[config.mk]
export PLATFORM = sky130hd
export DESIGN_NAME = i2c_seq_ctrl
export DESIGN_NICKNAME = d
export VERILOG_FILES = /design/src/rtl/i2c_pkg.sv /design/src/rtl/i2c_wbuf.sv /design/src/rtl/i2c_seq_ctrl.sv
export SDC_FILE = /design/constraint.sdc
export NUM_CORES = 1
export LEC_CHECK = 0
export BUFFER_PORTS_ARGS = -buffer_cell sky130_fd_sc_hd__buf_2
export CORE_MARGIN = 10
export CORE_UTILIZATION = 45
export DETAILED_ROUTE_END_ITERATION = 10
export PLACE_DENSITY = 0.78
export RECOVER_POWER = 25
export SLEW_MARGIN = 0
export SYNTH_ARGS = -nofsm -noshare
export SYNTH_HDL_FRONTEND = slang
export SYNTH_SLANG_ARGS = --single-unit
[constraint.sdc]
create_clock -name i_clk -period 6.9 [get_ports i_clk]
set_clock_uncertainty 0.2 [all_clocks]
set_input_delay 0.69 -clock i_clk [delete_from_list [all_inputs] [get_ports i_clk]]
set_output_delay 0.69 -clock i_clk [all_outputs]
set_load 0.02 [all_outputs]
[src/rtl/i2c_pkg.sv]
// Shared definitions for the I2C transaction sequencer: state encoding and
// the layout of the address byte sent on the wire.
package i2c_pkg;

   typedef enum logic [3:0] {
      S_IDLE,
      S_LOAD,
      S_START,
      S_ADDR,
      S_NBYTES,
      S_WDATA,
      S_RDATA,
      S_GAP,
      S_FAIL
   } state_t;

   // Position of the R/W bit inside the address byte.
   localparam int RNW_BIT = 0;

   // Address byte: 7-bit target address above the R/W bit.
   function automatic logic [7:0] addr_byte(input logic [6:0] addr, input logic rnw);
      logic [7:0] b;
      b          = {addr, 1'b0};
      b[RNW_BIT] = rnw;
      return b;
   endfunction

endpackage

[src/rtl/i2c_wbuf.sv]
// Write-data buffer: a plain register array with one write port used while
// loading user bytes and one asynchronous read port used while replaying
// them to the master. Occupancy is tracked by the sequencer.
module i2c_wbuf #(
   parameter int DATA_DEPTH = 8,
   parameter int WBUF_DEPTH = 8,
   parameter int IDX_W      = (WBUF_DEPTH > 1) ? $clog2(WBUF_DEPTH) : 1
) (
   input  logic                  i_clk,
   input  logic                  i_we,
   input  logic [IDX_W-1:0]      i_waddr,
   input  logic [DATA_DEPTH-1:0] i_wdata,
   input  logic [IDX_W-1:0]      i_raddr,
   output logic [DATA_DEPTH-1:0] o_rdata
);

   logic [DATA_DEPTH-1:0] mem [WBUF_DEPTH];

   // Store a byte on each load-port write; contents survive retries.
   always_ff @(posedge i_clk) begin
      if (i_we) begin
         mem[i_waddr] <= i_wdata;
      end
   end

   assign o_rdata = mem[i_raddr];

endmodule

[src/rtl/i2c_seq_ctrl.sv]
// I2C transaction sequencer: takes descriptors and write bytes from the
// user, drives the i2c_master_oe stream ports, forwards read bytes back,
// and replays NAKed transactions from the write buffer with a fixed idle
// gap between attempts.
module i2c_seq_ctrl
   import i2c_pkg::*;
#(
   parameter int DATA_DEPTH  = 8,
   parameter int WBUF_DEPTH  = 8,
   parameter int MAX_RETRIES = 2,
   parameter int GAP_CYCLES  = 16
) (
   input  logic                              i_clk,
   input  logic                              i_rst,
   // descriptor stream
   input  logic                              i_cmd_valid,
   output logic                              o_cmd_ready,
   input  logic [6:0]                        i_cmd_addr,
   input  logic                              i_cmd_rnw,
   input  logic [DATA_DEPTH-1:0]             i_cmd_nbytes,
   // user write bytes
   input  logic [DATA_DEPTH-1:0]             i_wdata_bits,
   input  logic                              i_wdata_valid,
   output logic                              o_wdata_ready,
   // user read bytes
   output logic [DATA_DEPTH-1:0]             o_rdata_bits,
   output logic                              o_rdata_valid,
   input  logic                              i_rdata_ready,
   output logic                              o_rdata_last,
   // status
   output logic                              o_done,
   output logic                              o_err,
   output logic [$clog2(MAX_RETRIES+2)-1:0]  o_attempts,
   // i2c_master_oe side
   output logic                              o_start,
   output logic [DATA_DEPTH-1:0]             o_addr_bits,
   output logic                              o_addr_valid,
   input  logic                              i_addr_ready,
   output logic [DATA_DEPTH-1:0]             o_nbytes_bits,
   output logic                              o_nbytes_valid,
   input  logic                              i_nbytes_ready,
   output logic [DATA_DEPTH-1:0]             o_data_write_bits,
   output logic                              o_data_write_valid,
   input  logic                              i_data_write_ready,
   input  logic [DATA_DEPTH-1:0]             i_data_read_bits,
   input  logic                              i_data_read_valid,
   output logic                              o_data_read_ready,
   input  logic                              i_nak
);

   localparam int IDX_W = (WBUF_DEPTH > 1) ? $clog2(WBUF_DEPTH) : 1;
   localparam int ATT_W = $clog2(MAX_RETRIES + 2);
   localparam int GAP_W = $clog2(GAP_CYCLES + 1);

   localparam logic [DATA_DEPTH-1:0] WBUF_MAX = DATA_DEPTH'(WBUF_DEPTH);
   localparam logic [GAP_W-1:0]      GAP_LAST = GAP_W'(GAP_CYCLES - 1);
   localparam logic [ATT_W-1:0]      ATT_MAX  = ATT_W'(MAX_RETRIES);

   state_t                state;
   logic [6:0]            addr_q;
   logic                  rnw_q;
   logic [DATA_DEPTH-1:0] nbytes_q;
   logic [DATA_DEPTH-1:0] cnt;
   logic [ATT_W-1:0]      att;
   logic [GAP_W-1:0]      gap_cnt;
   logic                  ok;
   logic                  done_q;
   logic                  err_q;
   logic [ATT_W-1:0]      attempts_q;

   logic                  last_byte;
   logic                  can_retry;
   logic                  rd_phase;
   logic [DATA_DEPTH-1:0] wbuf_rdata;

   assign last_byte = (cnt == (nbytes_q - DATA_DEPTH'(1)));
   assign can_retry = (att <= ATT_MAX);
   assign rd_phase  = (state == S_RDATA);

   i2c_wbuf #(
      .DATA_DEPTH (DATA_DEPTH),
      .WBUF_DEPTH (WBUF_DEPTH),
      .IDX_W      (IDX_W)
   ) u_wbuf (
      .i_clk   (i_clk),
      .i_we    ((state == S_LOAD) && i_wdata_valid),
      .i_waddr (cnt[IDX_W-1:0]),
      .i_wdata (i_wdata_bits),
      .i_raddr (cnt[IDX_W-1:0]),
      .o_rdata (wbuf_rdata)
   );

   // Handshake flags are decoded from the state register; payloads are
   // zeroed outside their phase so every output idles at its reset value.
   assign o_cmd_ready        = (state == S_IDLE);
   assign o_wdata_ready      = (state == S_LOAD);
   assign o_start            = (state == S_START);
   assign o_addr_valid       = (state == S_ADDR);
   assign o_addr_bits        = o_addr_valid ? DATA_DEPTH'(addr_byte(addr_q, rnw_q)) : '0;
   assign o_nbytes_valid     = (state == S_NBYTES);
   assign o_nbytes_bits      = o_nbytes_valid ? nbytes_q : '0;
   assign o_data_write_valid = (state == S_WDATA);
   assign o_data_write_bits  = o_data_write_valid ? wbuf_rdata : '0;

   // Read bytes pass straight through; a NAK in the same cycle suppresses
   // the byte so the user never sees data the master is abandoning.
   assign o_data_read_ready  = rd_phase && i_rdata_ready;
   assign o_rdata_valid      = rd_phase && i_data_read_valid && !i_nak;
   assign o_rdata_bits       = rd_phase ? i_data_read_bits : '0;
   assign o_rdata_last       = rd_phase && last_byte;

   assign o_done     = done_q;
   assign o_err      = err_q;
   assign o_attempts = attempts_q;

   // Transaction sequencer: descriptor intake, buffer load, master phases,
   // inter-attempt gap and status pulses.
   always_ff @(posedge i_clk) begin
      if (i_rst) begin
         state      <= S_IDLE;
         addr_q     <= '0;
         rnw_q      <= 1'b0;
         nbytes_q   <= '0;
         cnt        <= '0;
         att        <= '0;
         gap_cnt    <= '0;
         ok         <= 1'b0;
         done_q     <= 1'b0;
         err_q      <= 1'b0;
         attempts_q <= '0;
      end else begin
         done_q <= 1'b0;
         err_q  <= 1'b0;
         unique case (state)
            S_IDLE: begin
               if (i_cmd_valid) begin
                  addr_q   <= i_cmd_addr;
                  rnw_q    <= i_cmd_rnw;
                  nbytes_q <= i_cmd_nbytes;
                  att      <= ATT_W'(1);
                  cnt      <= '0;
                  ok       <= 1'b0;
                  if ((i_cmd_nbytes == '0) || (!i_cmd_rnw && (i_cmd_nbytes > WBUF_MAX))) begin
                     state      <= S_FAIL;
                     err_q      <= 1'b1;
                     attempts_q <= ATT_W'(1);
                  end else if (i_cmd_rnw) begin
                     state <= S_START;
                  end else begin
                     state <= S_LOAD;
                  end
               end
            end
            S_LOAD: begin
               if (i_wdata_valid) begin
                  cnt <= cnt + DATA_DEPTH'(1);
                  if (last_byte) begin
                     state <= S_START;
                  end
               end
            end
            S_START: begin
               cnt   <= '0;
               state <= S_ADDR;
            end
            S_ADDR: begin
               if (i_nak) begin
                  gap_cnt <= '0;
                  if (can_retry) begin
                     state <= S_GAP;
                  end else begin
                     state      <= S_FAIL;
                     err_q      <= 1'b1;
                     attempts_q <= att;
                  end
               end else if (i_addr_ready) begin
                  state <= rnw_q ? S_NBYTES : S_WDATA;
               end
            end
            S_NBYTES: begin
               if (i_nak) begin
                  gap_cnt <= '0;
                  if (can_retry) begin
                     state <= S_GAP;
                  end else begin
                     state      <= S_FAIL;
                     err_q      <= 1'b1;
                     attempts_q <= att;
                  end
               end else if (i_nbytes_ready) begin
                  state <= S_RDATA;
               end
            end
            S_WDATA: begin
               if (i_nak) begin
                  gap_cnt <= '0;
                  if (can_retry) begin
                     state <= S_GAP;
                  end else begin
                     state      <= S_FAIL;
                     err_q      <= 1'b1;
                     attempts_q <= att;
                  end
               end else if (i_data_write_ready) begin
                  cnt <= cnt + DATA_DEPTH'(1);
                  if (last_byte) begin
                     ok      <= 1'b1;
                     gap_cnt <= '0;
                     state   <= S_GAP;
                  end
               end
            end
            S_RDATA: begin
               // Once a byte has reached the user a retry would duplicate it.
               if (i_nak) begin
                  gap_cnt <= '0;
                  if ((cnt == '0) && can_retry) begin
                     state <= S_GAP;
                  end else begin
                     state      <= S_FAIL;
                     err_q      <= 1'b1;
                     attempts_q <= att;
                  end
               end else if (i_data_read_valid && i_rdata_ready) begin
                  cnt <= cnt + DATA_DEPTH'(1);
                  if (last_byte) begin
                     ok      <= 1'b1;
                     gap_cnt <= '0;
                     state   <= S_GAP;
                  end
               end
            end
            S_GAP: begin
               if (gap_cnt == GAP_LAST) begin
                  if (ok) begin
                     done_q     <= 1'b1;
                     attempts_q <= att;
                     state      <= S_IDLE;
                  end else begin
                     att   <= att + ATT_W'(1);
                     state <= S_START;
                  end
               end else begin
                  gap_cnt <= gap_cnt + GAP_W'(1);
               end
            end
            S_FAIL: begin
               state <= S_IDLE;
            end
            default: begin
               state <= S_IDLE;
            end
         endcase
      end
   end

endmodule

==> impl_metrics.json, run 1 <==
{
  "wl_per_cell_um": 18.3,
  "async_flop_share": 0,
  "cp_max_fo": 31,
  "ctsHoldBuffers": 0,
  "htreeDepth": 3,
  "timing.slew.headroom": 0.152,
  "final_util": 0.535,
  "io_buffers": 86,
  "post-cts-setup-buffers": 0,
  "numCtsBuffers": 9,
  "drcViolationCount": 0,
  "syn_area_mm2": 0.00535,
  "synthSimpleGateAreaFrac": 0.210,
  "rr_endpoint": "gap_cnt[4]",
  "power_density_mw_per_mm2": 288,
  "routed-via-count": 4105,
  "avgSynthCellArea_um2": 10.8,
  "cts_sinks": 107,
  "synth-main-ff-cell": "edfxtp_1",
  "antenna_found_initial": 0,
  "yosysUniqueCellTypes": 62,
  "slew_violations": 0,
  "grt_first_pass_wirelength_mm": 20.6,
  "ant_nets": 0,
  "grt_pass1_vias": 4046,
  "clk_latency_ps": 350,
  "ys_top_cells_by_area": "edfxtp_1 (36%), dfxtp_1 (16%), mux4_2 (6.7%)",
  "setup_viol": 0,
  "fp.dieW_um": 129,
  "drt_first_pass_iters": 5,
  "grt_use_total": 0.154,
  "hpwlAfterDp_mm": 9.16,
  "setup_tns_ps": 0,
  "synthToLayoutAreaGrowth_pct": 15.1,
  "initial_core_util": 0.465,
  "grt_max_degree": 40,
  "startpoint": "state[2]",
  "worst-slew-pin-transition_ps": 1260,
  "r2r_setup_slack_ps": 3320,
  "via_per_inst": 5.78,
  "cp-start-kind": "register",
  "crit_path_end_kind": "output pin",
  "yosysSeqAreaShare": 0.520,
  "path_clk_slew_ps": 70,
  "crit_path_max_incr_delay_ps": 960,
  "post-place-ws_ps": 3330,
  "slowest_stage": "nor4bb_2",
  "netlist.top_cell.by_area": "edfxtp_1",
  "rows": 39,
  "totalWireLength_mm": 13.0,
  "rsz0062_at_grt": "no",
  "p_leak_nw": 2.29,
  "ctsResizeCount": 0,
  "coreArea_mm2": 0.0115,
  "tritoncts": "done",
  "timing.final.crit_period_ps": 3700,
  "crit_required_ps": 6010,
  "endpoint": "o_rdata_last",
  "clockRootBuffer": "clkbuf_16",
  "syn_inst": 494,
  "ys_seq_elements": 107,
  "worstPathCellList": "nor4bb_2 > and4_1 > buf_2",
  "ir_drop_v": 0.000141,
  "r2r_cells": 6,
  "synthAdderAreaFrac": 0.0140,
  "die-area_mm2": 0.0167,
  "hold_viol": 0,
  "fin_nets": 609,
  "clock.fmax_ghz": 0.270,
  "routabilityCongestion": 0.920,
  "muxShareOfSynthArea": 0.0958,
  "status": "finished, final reports clean",
  "initialDrtViolationCount": 405,
  "synth_top_family_by_area": "simple AND/OR/NAND/NOR gates",
  "maxCapViolCount": 0,
  "synthXorXnorAreaFrac": 0.0196,
  "clockBufferDepth": 2,
  "yosysWarnings": 0,
  "critPathKind": "register to output pin",
  "setup_ws_ps": 3200,
  "grt_overflow": 0,
  "synth_top_area_share": 0.359,
  "hp-class": "register to register",
  "syn_nets": 542,
  "chipHeight_um": 129,
  "drive_gt1_frac": 0.230,
  "ios": 87,
  "crit_arrival_ps": 2810,
  "final.period_utilization": 0.536,
  "synth_edf_count": 64,
  "rr_startpoint": "state[2]",
  "synth_compound_area_frac": 0.108
}
-- stage by stage --
stage	total power, mW	hold WS, ps	instances	area [um2]
floorplan	1.13	232	494	5350
global placement	1.23	239	692	5850
detailed placement	1.24	243	692	5850
CTS	1.78	253	708	6160
global route	1.86	277	709	6160
finish	1.77	252	710	6160
-- registers in the layout, indices dropped and copies added (netlist names), named ones only --
signal,cells
u_wbuf.mem,64
cnt,8
nbytes_q,8
addr_q,7
gap_cnt,5
state,4
att,2
o_attempts,2
o_done,1
o_err,1
ok,1
rnw_q,1
-- layer usage --
layer / up-vias / part of all wire / track usage
met4: 0 / 0.022 / 0.0649
li1: 1965 / - / -
met2: 208 / 0.43 / 0.228
met1: 1908 / 0.44 / 0.203
met5: - / 0 / 0
met3: 24 / 0.10 / 0.0542
-- worst min path at each step --
stage,startpoint,end,slack (ps),depth (start not counted)
floorplan,addr_q[0],addr_q[0],230,2
global placement,addr_q[6],addr_q[6],240,2
detailed placement,addr_q[1],addr_q[1],240,2
CTS,addr_q[1],addr_q[1],250,2
global route,addr_q[4],addr_q[4],280,2
finish,addr_q[1],addr_q[1],250,2
-- area by class of cell --
class / instances / area (um2)
well taps: 143 / 179
inverters: 13 / 48.8
clock buffers: 9 / 225
clock inverters: 7 / 83.8
fillers: 979 / 5360
multi-input cells: 342 / 2400
flip-flops and latches: 107 / 2780
repair buffers: 88 / 437
diodes: 1 / 2.50
-- worst max-delay path: cells and delay by family, from the launching register on --
| kind | cells | cell delay [ps] |
|---|---|---|
| flops | 1 | 940 |
| buf+inv | 1 | 190 |
| simple gates | 2 | 1330 |
-- cells by family (layout without fill, tap and decap cells) --
logic type,Yosys count,after routing
mux,30,30
fa+ha+maj,6,6
buf+inv,45,117
simple gates,210,210
other cells,0,1
xor+xnor,12,12
compound gates,84,84
flops,107,107
-- cells in the final DEF, fill, tap and decap left out, types with 3 or more instances in the layout --
master     instances
nor4b_1            4
nor2b_1            7
inv_6              3
a2bb2oi_1          3
nand4_1            6
ha_1               6
nand3b_1           4
a32oi_1            3
and2_1            22
buf_2             79
xor2_1             6
o21bai_1           5
edfxtp_1          64
nor4_1             8
nor2_1            44
a211oi_1           3
inv_1             13
or3_1              4
mux2i_1           10
nand2_1           51
clkbuf_1           7
o21ai_0           12
nor3_1            14
xnor2_1            6
mux4_2            16
nand3_1           10
a21oi_1           30
and3_1            15
o31ai_1            3
nand2b_1           6
clkbuf_16          9
dfxtp_1           43
nand4b_1           3
-- synth_stat cells (2+ instances only) --
cell        n
a21oi_1    30
o211a_1     2
nor4bb_1    2
a2111oi_0   2
nor4_1      8
a211oi_1    3
nand4_1     6
edfxtp_1   64
nand3_1    10
mux2_4      2
a2bb2oi_1   3
nor2_1     44
o21a_1      2
buf_1       4
nand4b_1    3
xnor2_1     6
or3_1       4
a221oi_1    2
a32oi_1     3
nor3_1     14
o21bai_1    5
and2_1     22
nand3b_1    4
nand2_1    51
nor4b_1     4
mux2_2      2
nor2b_1     7
or4b_2      2
dfxtp_1    43
a31oi_1     2
nand2b_1    6
clkbuf_1   27
o21ai_0    12
mux4_2     16
and3_1     15
xor2_1      6
or4_1       2
o31ai_1     3
mux2i_1    10
inv_1      13
o211ai_1    2
ha_1        6
-- where the power goes --
group	switching, mW	total (mW)	leakage (nW)	internal, mW
Clock	0.244	0.534	0.155	0.290
Sequential	0.0669	0.783	0.925	0.716
Combinational	0.273	0.454	1.21	0.182
Note: power is estimated with default switching activity, not from simulation.
==> run 2, diff against run 1 <==
ABC_AREA = 1   (was default)
clock period = 3.5 ns   (was 6.9 ns; I/O delays follow)
==> impl_metrics.json, run 2 <==
{
  "ys_top_cells_by_area": "edfxtp_1 (36%), dfxtp_1 (16%), nor2_1 (8.4%)",
  "netlist.top_cell.by_area": "edfxtp_1",
  "power_frac_seq": 0.442,
  "synth-main-ff-cell": "edfxtp_1",
  "netlist_top_cells_count": "nor2_1 (120), nand2_1 (98), inv_1 (70)",
  "power_density_mw_per_mm2": 543,
  "synth_compound_area_frac": 0.123,
  "cp_top_family": "simple AND/OR/NAND/NOR gates",
  "syn_nets": 694,
  "fin_area_mm2": 0.00626,
  "setup_viol": 0,
  "critPathBufInv": 2,
  "yosysSeqAreaShare": 0.516,
  "crit_path_end_kind": "output pin",
  "worstPathCellList": "inv_1 > ha_1 > nand3_1 > nor2_1 > nand2_1 > nand2_1 > nand2_1 > nor2_1 > nand2_1 > nor2_1 > buf_2",
  "min-delay-start": "i_cmd_nbytes[6]",
  "total_power_mw": 3.40,
  "cp_max_fo": 7,
  "synth_edf_count": 64,
  "coreArea_mm2": 0.0116,
  "placed_cell_area_mm2": 0.00595,
  "ys_seq_elements": 107,
  "chipHeight_um": 129,
  "layout_common_cells": "nor2_1 (120), nand2_1 (98), buf_2 (78)",
  "tritoncts": "done",
  "muxShareOfSynthArea": 0,
  "fill_cells": 1054,
  "status": "finished, final reports clean",
  "top_usage_layer": "met2",
  "rr_endpoint": "u_wbuf.mem[3][4]",
  "clockRootBuffer": "clkbuf_16",
  "rr_startpoint": "state[0]",
  "clockBufferDepth": 2,
  "crit_arrival_ps": 2160,
  "ir_drop_v": 0.000338,
  "largest_reg_flops": 64,
  "routabilityCongestion": 0.953,
  "critPathKind": "register to output pin",
  "hold_viol": 0,
  "syn_inst": 646,
  "avgSynthCellArea_um2": 8.35,
  "via_per_inst": 5.18,
  "fp.dieW_um": 129,
  "grt_use_total": 0.154,
  "combPwrFrac": 0.259,
  "grt_max_degree": 34,
  "worst-slew-pin-transition_ps": 690,
  "hold-path-cell-count": 3,
  "clk_latency_ps": 340,
  "r2r_cells": 6,
  "ctsResizeCount": 0,
  "r2r_setup_slack_ps": 930,
  "top_regs": "u_wbuf.mem: 64 flops, cnt: 8 flops, nbytes_q: 8 flops",
  "final_common_cell": "nor2_1",
  "initialDrtViolationCount": 310,
  "fin_nets": 776,
  "synthAdderAreaFrac": 0.0139,
  "wl_per_cell_um": 14.5,
  "drcViolationCount": 0,
  "drt_first_pass_iters": 5,
  "rows": 39,
  "cp-start-kind": "register",
  "setup_ws_ps": 789,
  "num_antenna_cells": 0,
  "final.period_utilization": 0.775,
  "yosysUniqueCellTypes": 39,
  "yosysWarnings": 0,
  "layout.cells.non_filler": 876,
  "timing.slew.headroom": 0.538,
  "use_met2": 0.251,
  "synthMostInstantiatedCell": "nor2_1",
  "largest-register": "u_wbuf.mem",
  "routed-via-count": 4541,
  "ctsHoldBuffers": 0,
  "met3_usage": 0.0518,
  "p_leak_nw": 2.67,
  "grt.met1_usage": 0.191,
  "ant_nets": 0,
  "timing.final.crit_period_ps": 2710,
  "netSwitchingPower_mw": 1.17,
  "die-area_mm2": 0.0168,
  "maxCapViolCount": 0,
  "swShare": 0.345,
  "post-place-ws_ps": 1000,
  "htreeDepth": 3,
  "min_to": "nbytes_q[6]",
  "synth_top_family_by_area": "simple AND/OR/NAND/NOR gates",
  "post-cts-setup-buffers": 0,
  "whs_ps": 54.0,
  "io_buffers": 86,
  "syn_area_mm2": 0.00539,
  "synth_top_area_share": 0.356,
  "path_clk_slew_ps": 80,
  "p_int_mw": 2.23,
  "cts_sinks": 107,
  "grt_pass1_vias": 4380,
  "antenna_found_initial": 0,
  "grt_overflow": 0,
  "clock.fmax_ghz": 0.369,
  "crit_required_ps": 2950,
  "drive_gt1_frac": 0.209,
  "totalWireLength_mm": 12.7,
  "setup_tns_ps": 0,
  "synthSimpleGateAreaFrac": 0.251,
  "hp-class": "input port to register",
  "crit_top_cell": "nand2_1",
  "dpl.cell_count": 860,
  "synthToLayoutAreaGrowth_pct": 16.0,
  "clockPowerShare": 0.299,
  "rsz0062_at_grt": "no",
  "initial_core_util": 0.466,
  "final_util": 0.541,
  "synthXorXnorAreaFrac": 0.0160,
  "numCtsBuffers": 9,
  "grt_first_pass_wirelength_mm": 21.0,
  "ios": 87,
  "slowest_stage": "dfxtp_1",
  "slew_violations": 0,
  "hpwlAfterDp_mm": 9.43,
  "crit_path_max_incr_delay_ps": 310,
  "async_flop_share": 0
}
run 2: cell count changes after synthesis, moves of 15 or more:
cell,before,now
o21ai_0,12,67
nand3_1,10,26
inv_1,13,70
and3_1,15,0
mux4_2,16,0
and2_1,22,0
nor2_1,44,120
nand2_1,51,98
run 2: cells by family (layout without fill, tap and decap cells):
kind of cell | after synthesis | count (layout)
AOI/OAI and AO/OA | 122 | 122
xor gates and xnor gates | 9 | 9
adders and majority gates | 6 | 6
buffers and inverters | 108 | 195
DFF | 107 | 107
and+or+nand+nor | 294 | 294
run 2: worst min-delay path: cells and delay by family:
kind                   cells  cell delay, ps
AO/OA/AOI/OAI              1             100
buffers and inverters      2             120
run 2: area by class of cell:
type / instances / area (um2) / area share
flip-flops and latches: 107 / 2780 / 0.445
multi-input cells: 431 / 2180 / 0.348
repair buffers: 93 / 473 / 0.0756
inverters: 86 / 330 / 0.0528
clock buffers: 9 / 225 / 0.0360
well taps: 143 / 179 / 0.0286
clock inverters: 7 / 86.3 / 0.0138
run 2: worst max-delay path by stage:
stage                      from          endpoint  slack, ps  cells after the start
floorplan              state[2]  u_wbuf.mem[4][0]       1090                      7
global placement       state[0]  u_wbuf.mem[3][5]       1080                      6
detailed placement     state[0]  u_wbuf.mem[3][6]       1000                      6
CTS                 nbytes_q[0]      o_rdata_last        770                     12
global route        nbytes_q[0]      o_rdata_last        540                     12
finish              nbytes_q[0]      o_rdata_last        790                     11
run 2: power groups by stage:
stage	Combinational [mW]	Sequential (mW)	Clock, mW
3_5_place_dp	0.877	1.53	0
4_1_cts	0.882	1.50	1.04
5_1_grt	1.00	1.51	1.10
3_3_place_gp	0.866	1.53	0
2_1_floorplan	0.694	1.51	0
6_report	0.879	1.50	1.02
run 2: routing by layer:
metal | vias to the layer above | routed length [um]
met5 | - | 0
met4 | 0 | 229
met3 | 20 | 1060
met2 | 155 | 5790
met1 | 2072 | 5650
li1 | 2294 | -
